===== src/rtl/rcl_pkg.sv =====
// Shared definitions for the multi-circle line/circle relation classifier:
// relation codes, evaluator latency and the input FSM state type.
package rcl_pkg;

   localparam logic [1:0] REL_NONE    = 2'd0;
   localparam logic [1:0] REL_TANGENT = 2'd1;
   localparam logic [1:0] REL_SECANT  = 2'd2;
   localparam logic [1:0] REL_DEGEN   = 2'd3;

   localparam int unsigned EVAL_LAT = 2;

   typedef enum logic {
      ST_IDLE = 1'b0,
      ST_LOAD = 1'b1
   } rcl_state_e;

   // Maps the P1-versus-P2 comparison onto a relation code.
   function automatic logic [1:0] rel_from_cmp(input logic gt, input logic eq);
      if (gt)
         return REL_SECANT;
      else if (eq)
         return REL_TANGENT;
      else
         return REL_NONE;
   endfunction

endpackage


===== src/rtl/rcl_eval.sv =====
// Two-stage relation evaluator: stage 1 registers P1/P2, stage 2 the code.
// Optional feature macro: RCL_DEGEN_CHECK_EN (a=b=0 reports REL_DEGEN).
module rcl_eval
   import rcl_pkg::*;
#(
   parameter int W = 5
) (
   input  logic         clk,
   input  logic         rst_n,
   input  logic         v_i,
   input  logic         last_i,
   input  logic [W-1:0] a_i,
   input  logic [W-1:0] b_i,
   input  logic [W-1:0] c_i,
   input  logic [W-1:0] m_i,
   input  logic [W-1:0] n_i,
   input  logic [W-1:0] k_i,
   output logic         v_o,
   output logic [1:0]   rel_o,
   output logic         last_o
);

   localparam int P1W = 3*W + 1;
   localparam int P2W = 4*W + 4;
   localparam int LW  = 2*W + 2;

   logic signed [W-1:0]     a_s, b_s, c_s, m_s, n_s;
   logic signed [2*W-1:0]   a2, b2;
   logic        [2*W-1:0]   sumsq;
   logic signed [LW-1:0]    lin;
   logic signed [P2W-1:0]   lin_x, sq;
   logic        [P1W-1:0]   p1_d, s1_p1_q;
   logic        [P2W-1:0]   p2_d, s1_p2_q;
   logic                    s1_v_q, s1_last_q;
   logic        [P2W-1:0]   p1_ext;
   logic        [1:0]       rel_d, rel_q;
   logic                    v_q, last_q;
`ifdef RCL_DEGEN_CHECK_EN
   logic                    s1_degen_q;
`endif

   always_comb begin
      a_s   = a_i;
      b_s   = b_i;
      c_s   = c_i;
      m_s   = m_i;
      n_s   = n_i;
      a2    = (2*W)'(a_s) * (2*W)'(a_s);
      b2    = (2*W)'(b_s) * (2*W)'(b_s);
      sumsq = $unsigned(a2) + $unsigned(b2);
      p1_d  = P1W'(k_i) * P1W'(sumsq);
      lin   = LW'(a_s) * LW'(m_s) + LW'(b_s) * LW'(n_s) + LW'(c_s);
      lin_x = P2W'(lin);
      sq    = lin_x * lin_x;
      p2_d  = $unsigned(sq);
   end

   always_ff @(posedge clk or negedge rst_n) begin
      if (!rst_n) begin
         s1_v_q     <= 1'b0;
         s1_last_q  <= 1'b0;
         s1_p1_q    <= '0;
         s1_p2_q    <= '0;
`ifdef RCL_DEGEN_CHECK_EN
         s1_degen_q <= 1'b0;
`endif
      end else begin
         s1_v_q     <= v_i;
         s1_last_q  <= v_i & last_i;
         s1_p1_q    <= p1_d;
         s1_p2_q    <= p2_d;
`ifdef RCL_DEGEN_CHECK_EN
         s1_degen_q <= (a_i == '0) && (b_i == '0);
`endif
      end
   end

   always_comb begin
      p1_ext = P2W'(s1_p1_q);
      rel_d  = REL_NONE;
      if (s1_v_q) begin
         rel_d = rel_from_cmp(p1_ext > s1_p2_q, p1_ext == s1_p2_q);
`ifdef RCL_DEGEN_CHECK_EN
         if (s1_degen_q)
            rel_d = REL_DEGEN;
`endif
      end
   end

   always_ff @(posedge clk or negedge rst_n) begin
      if (!rst_n) begin
         v_q    <= 1'b0;
         rel_q  <= REL_NONE;
         last_q <= 1'b0;
      end else begin
         v_q    <= s1_v_q;
         rel_q  <= rel_d;
         last_q <= s1_v_q & s1_last_q;
      end
   end

   assign v_o    = v_q;
   assign rel_o  = rel_q;
   assign last_o = last_q;

endmodule


===== src/rtl/rcl_multi.sv =====
// Line/circle relation classifier for NUM_CIRC circles per line: input
// counter, FSM, operand latches and per-circle issue into rcl_eval.
// Optional feature macro (handled in rcl_eval): RCL_DEGEN_CHECK_EN.
module rcl_multi
   import rcl_pkg::*;
#(
   parameter int W        = 5,
   parameter int NUM_CIRC = 4
) (
   input  logic         clk,
   input  logic         rst_n,
   input  logic         in_valid,
   input  logic [W-1:0] coef_L,
   input  logic [W-1:0] coef_Q,
   output logic         out_valid,
   output logic [1:0]   out,
   output logic         out_last
);

   localparam int CNT_MAX = 3*NUM_CIRC - 1;
   localparam int CW      = (CNT_MAX > 0) ? $clog2(CNT_MAX + 1) : 1;

   rcl_state_e    state_q, state_d;
   logic [CW-1:0] cnt_q, cnt_d;
   logic [1:0]    ph_q, ph_d;
   logic [W-1:0]  a_q, a_d, b_q, b_d, c_q, c_d, m_q, m_d, n_q, n_d;
   logic          iss_v_q, iss_v_d, iss_last_q, iss_last_d;
   logic [W-1:0]  iss_a_q, iss_a_d, iss_b_q, iss_b_d, iss_c_q, iss_c_d;
   logic [W-1:0]  iss_m_q, iss_m_d, iss_n_q, iss_n_d, iss_k_q, iss_k_d;
   logic          wrap;

   assign wrap = (cnt_q == CW'(CNT_MAX));

   always_comb begin
      state_d    = state_q;
      cnt_d      = cnt_q;
      ph_d       = ph_q;
      a_d        = a_q;
      b_d        = b_q;
      c_d        = c_q;
      m_d        = m_q;
      n_d        = n_q;
      iss_v_d    = 1'b0;
      iss_last_d = 1'b0;
      iss_a_d    = iss_a_q;
      iss_b_d    = iss_b_q;
      iss_c_d    = iss_c_q;
      iss_m_d    = iss_m_q;
      iss_n_d    = iss_n_q;
      iss_k_d    = iss_k_q;

      // Wrap with in_valid high keeps LOAD; a drop either ends or aborts.
      case (state_q)
         ST_IDLE: if (in_valid)  state_d = ST_LOAD;
         ST_LOAD: if (!in_valid) state_d = ST_IDLE;
         default: state_d = ST_IDLE;
      endcase

      if (in_valid) begin
         if (cnt_q == CW'(0)) a_d = coef_L;
         if (cnt_q == CW'(1)) b_d = coef_L;
         if (cnt_q == CW'(2)) c_d = coef_L;

         case (ph_q)
            2'd0: m_d = coef_Q;
            2'd1: n_d = coef_Q;
            default: begin
               // Circle 0 issues in the same cycle c arrives, so bypass c_q.
               iss_v_d    = 1'b1;
               iss_last_d = wrap;
               iss_a_d    = a_q;
               iss_b_d    = b_q;
               iss_c_d    = (cnt_q == CW'(2)) ? coef_L : c_q;
               iss_m_d    = m_q;
               iss_n_d    = n_q;
               iss_k_d    = coef_Q;
            end
         endcase

         cnt_d = wrap ? '0 : cnt_q + CW'(1);
         ph_d  = (ph_q == 2'd2) ? 2'd0 : ph_q + 2'd1;
      end else begin
         cnt_d = '0;
         ph_d  = 2'd0;
      end
   end

   always_ff @(posedge clk or negedge rst_n) begin
      if (!rst_n) begin
         state_q    <= ST_IDLE;
         cnt_q      <= '0;
         ph_q       <= 2'd0;
         a_q        <= '0;
         b_q        <= '0;
         c_q        <= '0;
         m_q        <= '0;
         n_q        <= '0;
         iss_v_q    <= 1'b0;
         iss_last_q <= 1'b0;
         iss_a_q    <= '0;
         iss_b_q    <= '0;
         iss_c_q    <= '0;
         iss_m_q    <= '0;
         iss_n_q    <= '0;
         iss_k_q    <= '0;
      end else begin
         state_q    <= state_d;
         cnt_q      <= cnt_d;
         ph_q       <= ph_d;
         a_q        <= a_d;
         b_q        <= b_d;
         c_q        <= c_d;
         m_q        <= m_d;
         n_q        <= n_d;
         iss_v_q    <= iss_v_d;
         iss_last_q <= iss_last_d;
         iss_a_q    <= iss_a_d;
         iss_b_q    <= iss_b_d;
         iss_c_q    <= iss_c_d;
         iss_m_q    <= iss_m_d;
         iss_n_q    <= iss_n_d;
         iss_k_q    <= iss_k_d;
      end
   end

   rcl_eval #(
      .W (W)
   ) u_eval (
      .clk    (clk),
      .rst_n  (rst_n),
      .v_i    (iss_v_q),
      .last_i (iss_last_q),
      .a_i    (iss_a_q),
      .b_i    (iss_b_q),
      .c_i    (iss_c_q),
      .m_i    (iss_m_q),
      .n_i    (iss_n_q),
      .k_i    (iss_k_q),
      .v_o    (out_valid),
      .rel_o  (out),
      .last_o (out_last)
   );

endmodule


===== config.mk =====
export PLATFORM = sky130hd
export DESIGN_NAME = rcl_multi
export DESIGN_NICKNAME = d
export VERILOG_FILES = /design/src/rtl/rcl_pkg.sv /design/src/rtl/rcl_eval.sv /design/src/rtl/rcl_multi.sv
export SDC_FILE = /design/constraint.sdc
export NUM_CORES = 1
export LEC_CHECK = 0
export CAP_MARGIN = 15
export CORE_MARGIN = 2
export CORE_UTILIZATION = 28
export CTS_CLUSTER_DIAMETER = 80
export DETAILED_ROUTE_END_ITERATION = 16
export GPL_TIMING_DRIVEN = 0
export HOLD_SLACK_MARGIN = 0.06
export SYNTH_ARGS = -nofsm -noshare
export SYNTH_HDL_FRONTEND = slang
export SYNTH_SLANG_ARGS = --single-unit
export TNS_END_PERCENT = 5

===== constraint.sdc =====
create_clock -name clk -period 10.2 [get_ports clk]
set_input_delay 2.04 -clock clk [delete_from_list [all_inputs] [get_ports clk]]
set_output_delay 2.04 -clock clk [all_outputs]
set_load 0.01 [all_outputs]

======== Word level (Yosys, flattened, before mapping) ========
Index checks and enable logic that the tools add are counted.
storage, ports and cells
  register bits ........................... 108
  logic and storage cells ................. 63
  output and inout port bits .............. 4
  input port bits ......................... 13
cells by class
  add/sub/neg operators ................... 5
  multiplexer cells ....................... 12
  eq/ne operators ......................... 6
  bitwise logic cells ..................... 3
  $lt $le $gt $ge ......................... 1
  reduce and logical (&&, ||, !) cells .... 8
  multiply operators ...................... 6
operators by type and width
  kind                                                                    count
  5-bit by 5-bit multiplier with 10-bit output                            4
  15-bit by 24-bit equality test with 1-bit output                        1
  15-bit by 24-bit > comparator with 1-bit output                         1
  12-bit by 12-bit multiplier with 24-bit output                          1
  5-bit by 10-bit multiplier with 15-bit output                           1
  12-bit adder                                                            1
  12-bit by 5-bit adder with 12-bit output                                1
  10-bit adder                                                            1
  2-bit AND reduction                                                     5
  2-bit two-way mux                                                       4
  4-bit two-way mux                                                       2
  1-bit two-way mux                                                       5
  5-bit two-way mux                                                       1
  4-bit by 1-bit adder with 4-bit output (second input constant)          1
  4-bit by 1-bit equality test with 1-bit output (second input constant)  1
  4-bit by 2-bit equality test with 1-bit output (second input constant)  1
  4-bit equality test (second input constant)                             1
  4-bit zero test                                                         1
  2-bit by 1-bit adder with 2-bit output (second input constant)          1
  1-bit bitwise AND                                                       2
  2-bit by 1-bit equality test with 1-bit output (second input constant)  1
  2-bit equality test (second input constant)                             1
  2-bit zero test                                                         1
  2-bit OR reduction                                                      1
  1-bit NOT                                                               1

======== Logic depth before layout (Yosys ltp) ========
  depth after elaboration ................. 4
  gate-level depth with buffers ........... 41
  mapped depth without buffers ............ 40

======== Cells and area by module ========
Synthesis repeated with hierarchy kept, for this count alone.
unflattened totals
  cell total of the unflattened synthesis .. 1,476
  area, all modules ....................... 14,621.5 um^2
modules (own cells, without submodules)
  module     instances  cells each  area an instance (um^2)
  rcl_eval   1          1,263       12,070.3
  rcl_multi  1          213         2,551.2

======== Worst setup path after synthesis ========
No wires, ideal clock.
  path type ............................... flip-flop to flip-flop
  start point ............................. register iss_b_q[4]
  end point ............................... register u_eval.s1_p2_q[22]
  library setup time ...................... 0.080 ns
  setup slack ............................. 0.475 ns
  required time ........................... 10.120 ns
  arrival time ............................ 9.645 ns
  clock period less this slack ............ 9.725 ns
  cell stages (with the launch flop) ...... 39
  path through ............................ dfrtp_1 clkbuf_1 and2_1 fa_1 inv_1 fa_1 fa_1 inv_1 ha_1 a21o_1 a21oi_1 o21bai_1 a21oi_1 xor2_1 fa_1 inv_1 ha_1 o21ai_0 [3 not listed] inv_2 clkbuf_1 nor2_1 fa_1 inv_1 fa_1 fa_1 fa_1 fa_1 inv_1 ha_1 a211o_1 a211oi_2 nor3_1 or4_1 a31o_1 a21oi_2 xnor2_1
between the ends
  cells in the longest elaborated chain, start to end .. 4
RTL lines
  element                                         RTL line          source
  start, declared                                 rcl_multi.sv:28   logic [W-1:0] iss_a_q, iss_a_d, iss_b_q, iss_b_d, iss_c_q, iss_c_d;
  start signal, assigned                          rcl_multi.sv:118  iss_b_q <= iss_b_d;
  5-bit by 5-bit multiplier with 10-bit output    rcl_eval.sv:52    lin = LW'(a_s) * LW'(m_s) + LW'(b_s) * LW'(n_s) + LW'(c_s);
  12-bit adder                                    rcl_eval.sv:52
  12-bit by 5-bit adder with 12-bit output        rcl_eval.sv:52
  12-bit by 12-bit multiplier with 24-bit output  rcl_eval.sv:54    sq = lin_x * lin_x;
  net u_eval.p2_d[22]                             rcl_eval.sv:33    logic [P2W-1:0] p2_d, s1_p2_q;
  end signal, assigned                            rcl_eval.sv:71    s1_p2_q <= p2_d;
  end, declared                                   rcl_eval.sv:33
The timed path passes the listed nets, and every way through them passes these cells.
A chain may end at the register's enable or synchronous reset.

======== Worst setup path after layout ========
  start point ............................. register iss_b_q[3]
  end point ............................... register u_eval.s1_p2_q[22]
Same word-level chain as after synthesis.

==> results.md <==
- Worst setup path start: iss_b_q[3]
- Sequential area share after synthesis: between 10% and 20%
- CTS tree: built
- DR iter-0 viols: around 270
- Crit path max fanout: 10
- Ys async rst share: 100%
- Insertion delay to the later sink of the worst-skew pair: 350 ps
- Worst hold path class: flip-flop to flip-flop
- Clock Sinks: 107
- Total GRT Usage: 11.2%
- First-pass GRT wire length: 48.9 mm
- CP Data Arrival Time: 10090 ps
- Starting Density: between 20% and 30%
- Vias in the first global route: 10117
- DIE WIDTH: 230 um
- Placed cell area: 15400 um2
- Multi-input logic area: 10500 um2
- Net Count, Synth: between 1500 and 2000
- Crit path top cell by count: fa_1
- Max Cap Viol: 0
- Chip Height: about 230 um
- Worst Path Required: around 10000 ps
- Synth warnings: 0
- Area of the core: 50400 um2
- Layout area overhead: 11.6%
- Worst slew pin tran: 1080 ps
- Ant. Diodes: 0
- Synth unique cells: 47
- Final ANT Viol Nets: 0
- Root Driver: clkbuf_16
- Hold Startpoint: iss_v_q
- Crit-path leading delay family: adder cells
- Commonest non-fill, non-tap cell in the layout: inv_1
- Row count: 82
- Cells after Synth: approximately 1400
- Final Cycle Share: 96.2%
- Setup violators final: 0
- Reg area: ~2700 um2
- Design Area, Final: 16000 um2
- Pre-antenna DRT Iters: 5
- Min Tclk post-route: 9820 ps
- Slew Limit Fails: 0
- Total vias in the final route: approximately 9300
- Worst Setup End Kind: flip-flop
- Clock Skew: about 8.5 ps
- Final net count: 1876
- Detailed-route DRC error count: 0
- Startpoint types: flip-flop
- Synth Flop Type: dfrtp_1
- GRT overflow: 0
- Setup Total Neg Slack: 0 ps
- Critical-path top delay cell: fa_1
- R2R cell count: 37
- Worst rel slew slack: 27.6%
- GPL Wtd Cong: 0.811
- Outcome: finished, final reports clean
- Via/cell ratio: 4.32
- CP Class: flip-flop to flip-flop
- Routed wire length: about 28 mm
- # H-tree levels: 3
- Avg Inst Size Synth: ~10 um2
- Sink of the worst hold path: u_eval.s1_v_q
- Fillers: 5198
- I/O pin cnt: 17
- Start of the worst register-to-register path: iss_b_q[3]
- Reg2reg setup slack: ~380 ps
- Worst-path clk slew: 70 ps
- Die ar.: 53000 um2
- CP bufs+invs: 9
- Antenna violations before repair: 0
- Most frequent cells in the layout: inv_1, fa_1, ha_1
- #FFs+latches synth: 107
- Post-Syn Area: 14300 um2
- FMAX: 102 MHz
- Post-DP HPWL: 23.6 mm
- Hold depth: 0
- CTS Hold Bufs: 0
- WL per Instance: between 10 and 15 um
- Share of layout cells above drive strength 1: a little under a tenth
- Worst R2R End: u_eval.s1_p2_q[22]
- Number of I/O port buffers: 15
- Num CTS Buffers: 9
- Final Hold Vio Count: 0
- Number of flops mapped to enable cells by yosys: 0
- WHS: 372 ps
- Max clock buf depth: 2
- CP max stage delay: 560 ps
- Largest net degree at the start of global routing: 72
## sequential cells by signal, indices dropped and copies added, names as in the netlist, 4 cells and up
register	count
iss_a_q	5
u_eval.s1_p1_q	15
c_q	5
iss_n_q	5
n_q	5
m_q	5
iss_m_q	5
a_q	5
b_q	5
cnt_q	4
iss_c_q	5
iss_b_q	5
iss_k_q	5
u_eval.s1_p2_q	23
## stage by stage
step	utilization [%]	std cells	setup slack, ps
after floorplan	-	1434	475
after global placement	30.4	2121	-885
after detailed placement	30.5	2123	-933
after CTS	31.4	2139	15.2
after global routing	31.8	2149	-19.0
final	31.8	2149	383
## timing repair
item                       CTS  global route
buffers inserted             5            13
gates cloned                 0             0
pin swaps                    6            21
setup endpoints to repair   11             8
resized for setup           25            38
## worst register-to-register path, delay by kind of cell, from the launching register on
family	cells	cell delay, ps
AND/OR/NAND/NOR	6	1130
flip-flops	1	410
buffers and inverters	9	840
XOR/XNOR	3	510
adder cells (fa/ha/maj)	12	5330
AO/OA/AOI/OAI	7	1540
## metal layers
| metal | track usage [%] | vias up | share of wire, % |
|---|---|---|---|
| li1 | - | 4476 | - |
| met3 | 1.72 | 17 | 2.6 |
| met1 | 15.3 | 4692 | 48 |
| met2 | 19.1 | 101 | 48 |
| met4 | 1.63 | 0 | 1.0 |
| met5 | 0 | - | 0 |
## cell type report
cell class                      instances  area share (%)
Inverter                              329            7.72
Timing Repair Buffer                   35            1.97
Buffer                                 20           0.634
Multi-Input combinational cell        970            65.8
Sequential cell                       107            16.8
Clock inverter                          7           0.469
Clock buffer                            9            1.41
Tap cell                              672            5.26
## cells in the mapped netlist, types with 2 or more instances
library cell | number | area share [%]
nor2_1 | 61 | 1.6
a31o_2 | 2 | 0.12
nor3b_1 | 2 | 0.10
xor2_1 | 15 | 0.92
nor4_1 | 5 | 0.22
o21ai_0 | 29 | 1.0
a211oi_1 | 8 | 0.42
inv_2 | 3 | 0.079
nand4_1 | 3 | 0.13
mux2_2 | 49 | 3.8
mux2i_1 | 6 | 0.42
fa_1 | 230 | 32
a21oi_1 | 43 | 1.5
nand3b_1 | 2 | 0.10
a211o_1 | 4 | 0.24
o21bai_1 | 8 | 0.42
xnor2_1 | 60 | 3.7
o22ai_1 | 2 | 0.087
inv_1 | 324 | 8.5
or3_1 | 2 | 0.087
dfrtp_1 | 107 | 19
a21o_1 | 18 | 0.94
and3_1 | 4 | 0.17
clkbuf_1 | 28 | 0.73
and2_1 | 95 | 4.1
nand3_1 | 7 | 0.24
nand2_1 | 90 | 2.4
nor2b_1 | 16 | 0.70
o21a_1 | 9 | 0.47
nor3_1 | 8 | 0.28
clkinv_1 | 2 | 0.052
nand2b_1 | 17 | 0.74
ha_1 | 161 | 14
## kinds of logic after synthesis
family	count (synthesis)	share of synthesized area, %
adder cells (fa/ha/maj)	391	46.2
buffers and inverters	357	9.35
AND/OR/NAND/NOR	314	11.0
AO/OA/AOI/OAI	135	5.97
flip-flops	107	18.7
XOR/XNOR	75	4.58
multiplexers	55	4.27
## how the worst max path moves through the flow
| stage | depth (start not counted) | to |
|---|---|---|
| global route | 40 | u_eval.s1_p2_q[22] |
| floorplan | 38 | u_eval.s1_p2_q[22] |
| detailed placement | 35 | u_eval.s1_p2_q[22] |
| global placement | 36 | u_eval.s1_p2_q[22] |
| CTS | 35 | u_eval.s1_p2_q[22] |
| finish | 37 | u_eval.s1_p2_q[22] |
Power is not shown: default switching activity piles up to over one toggle a cycle in this logic, so the estimate is an artifact.
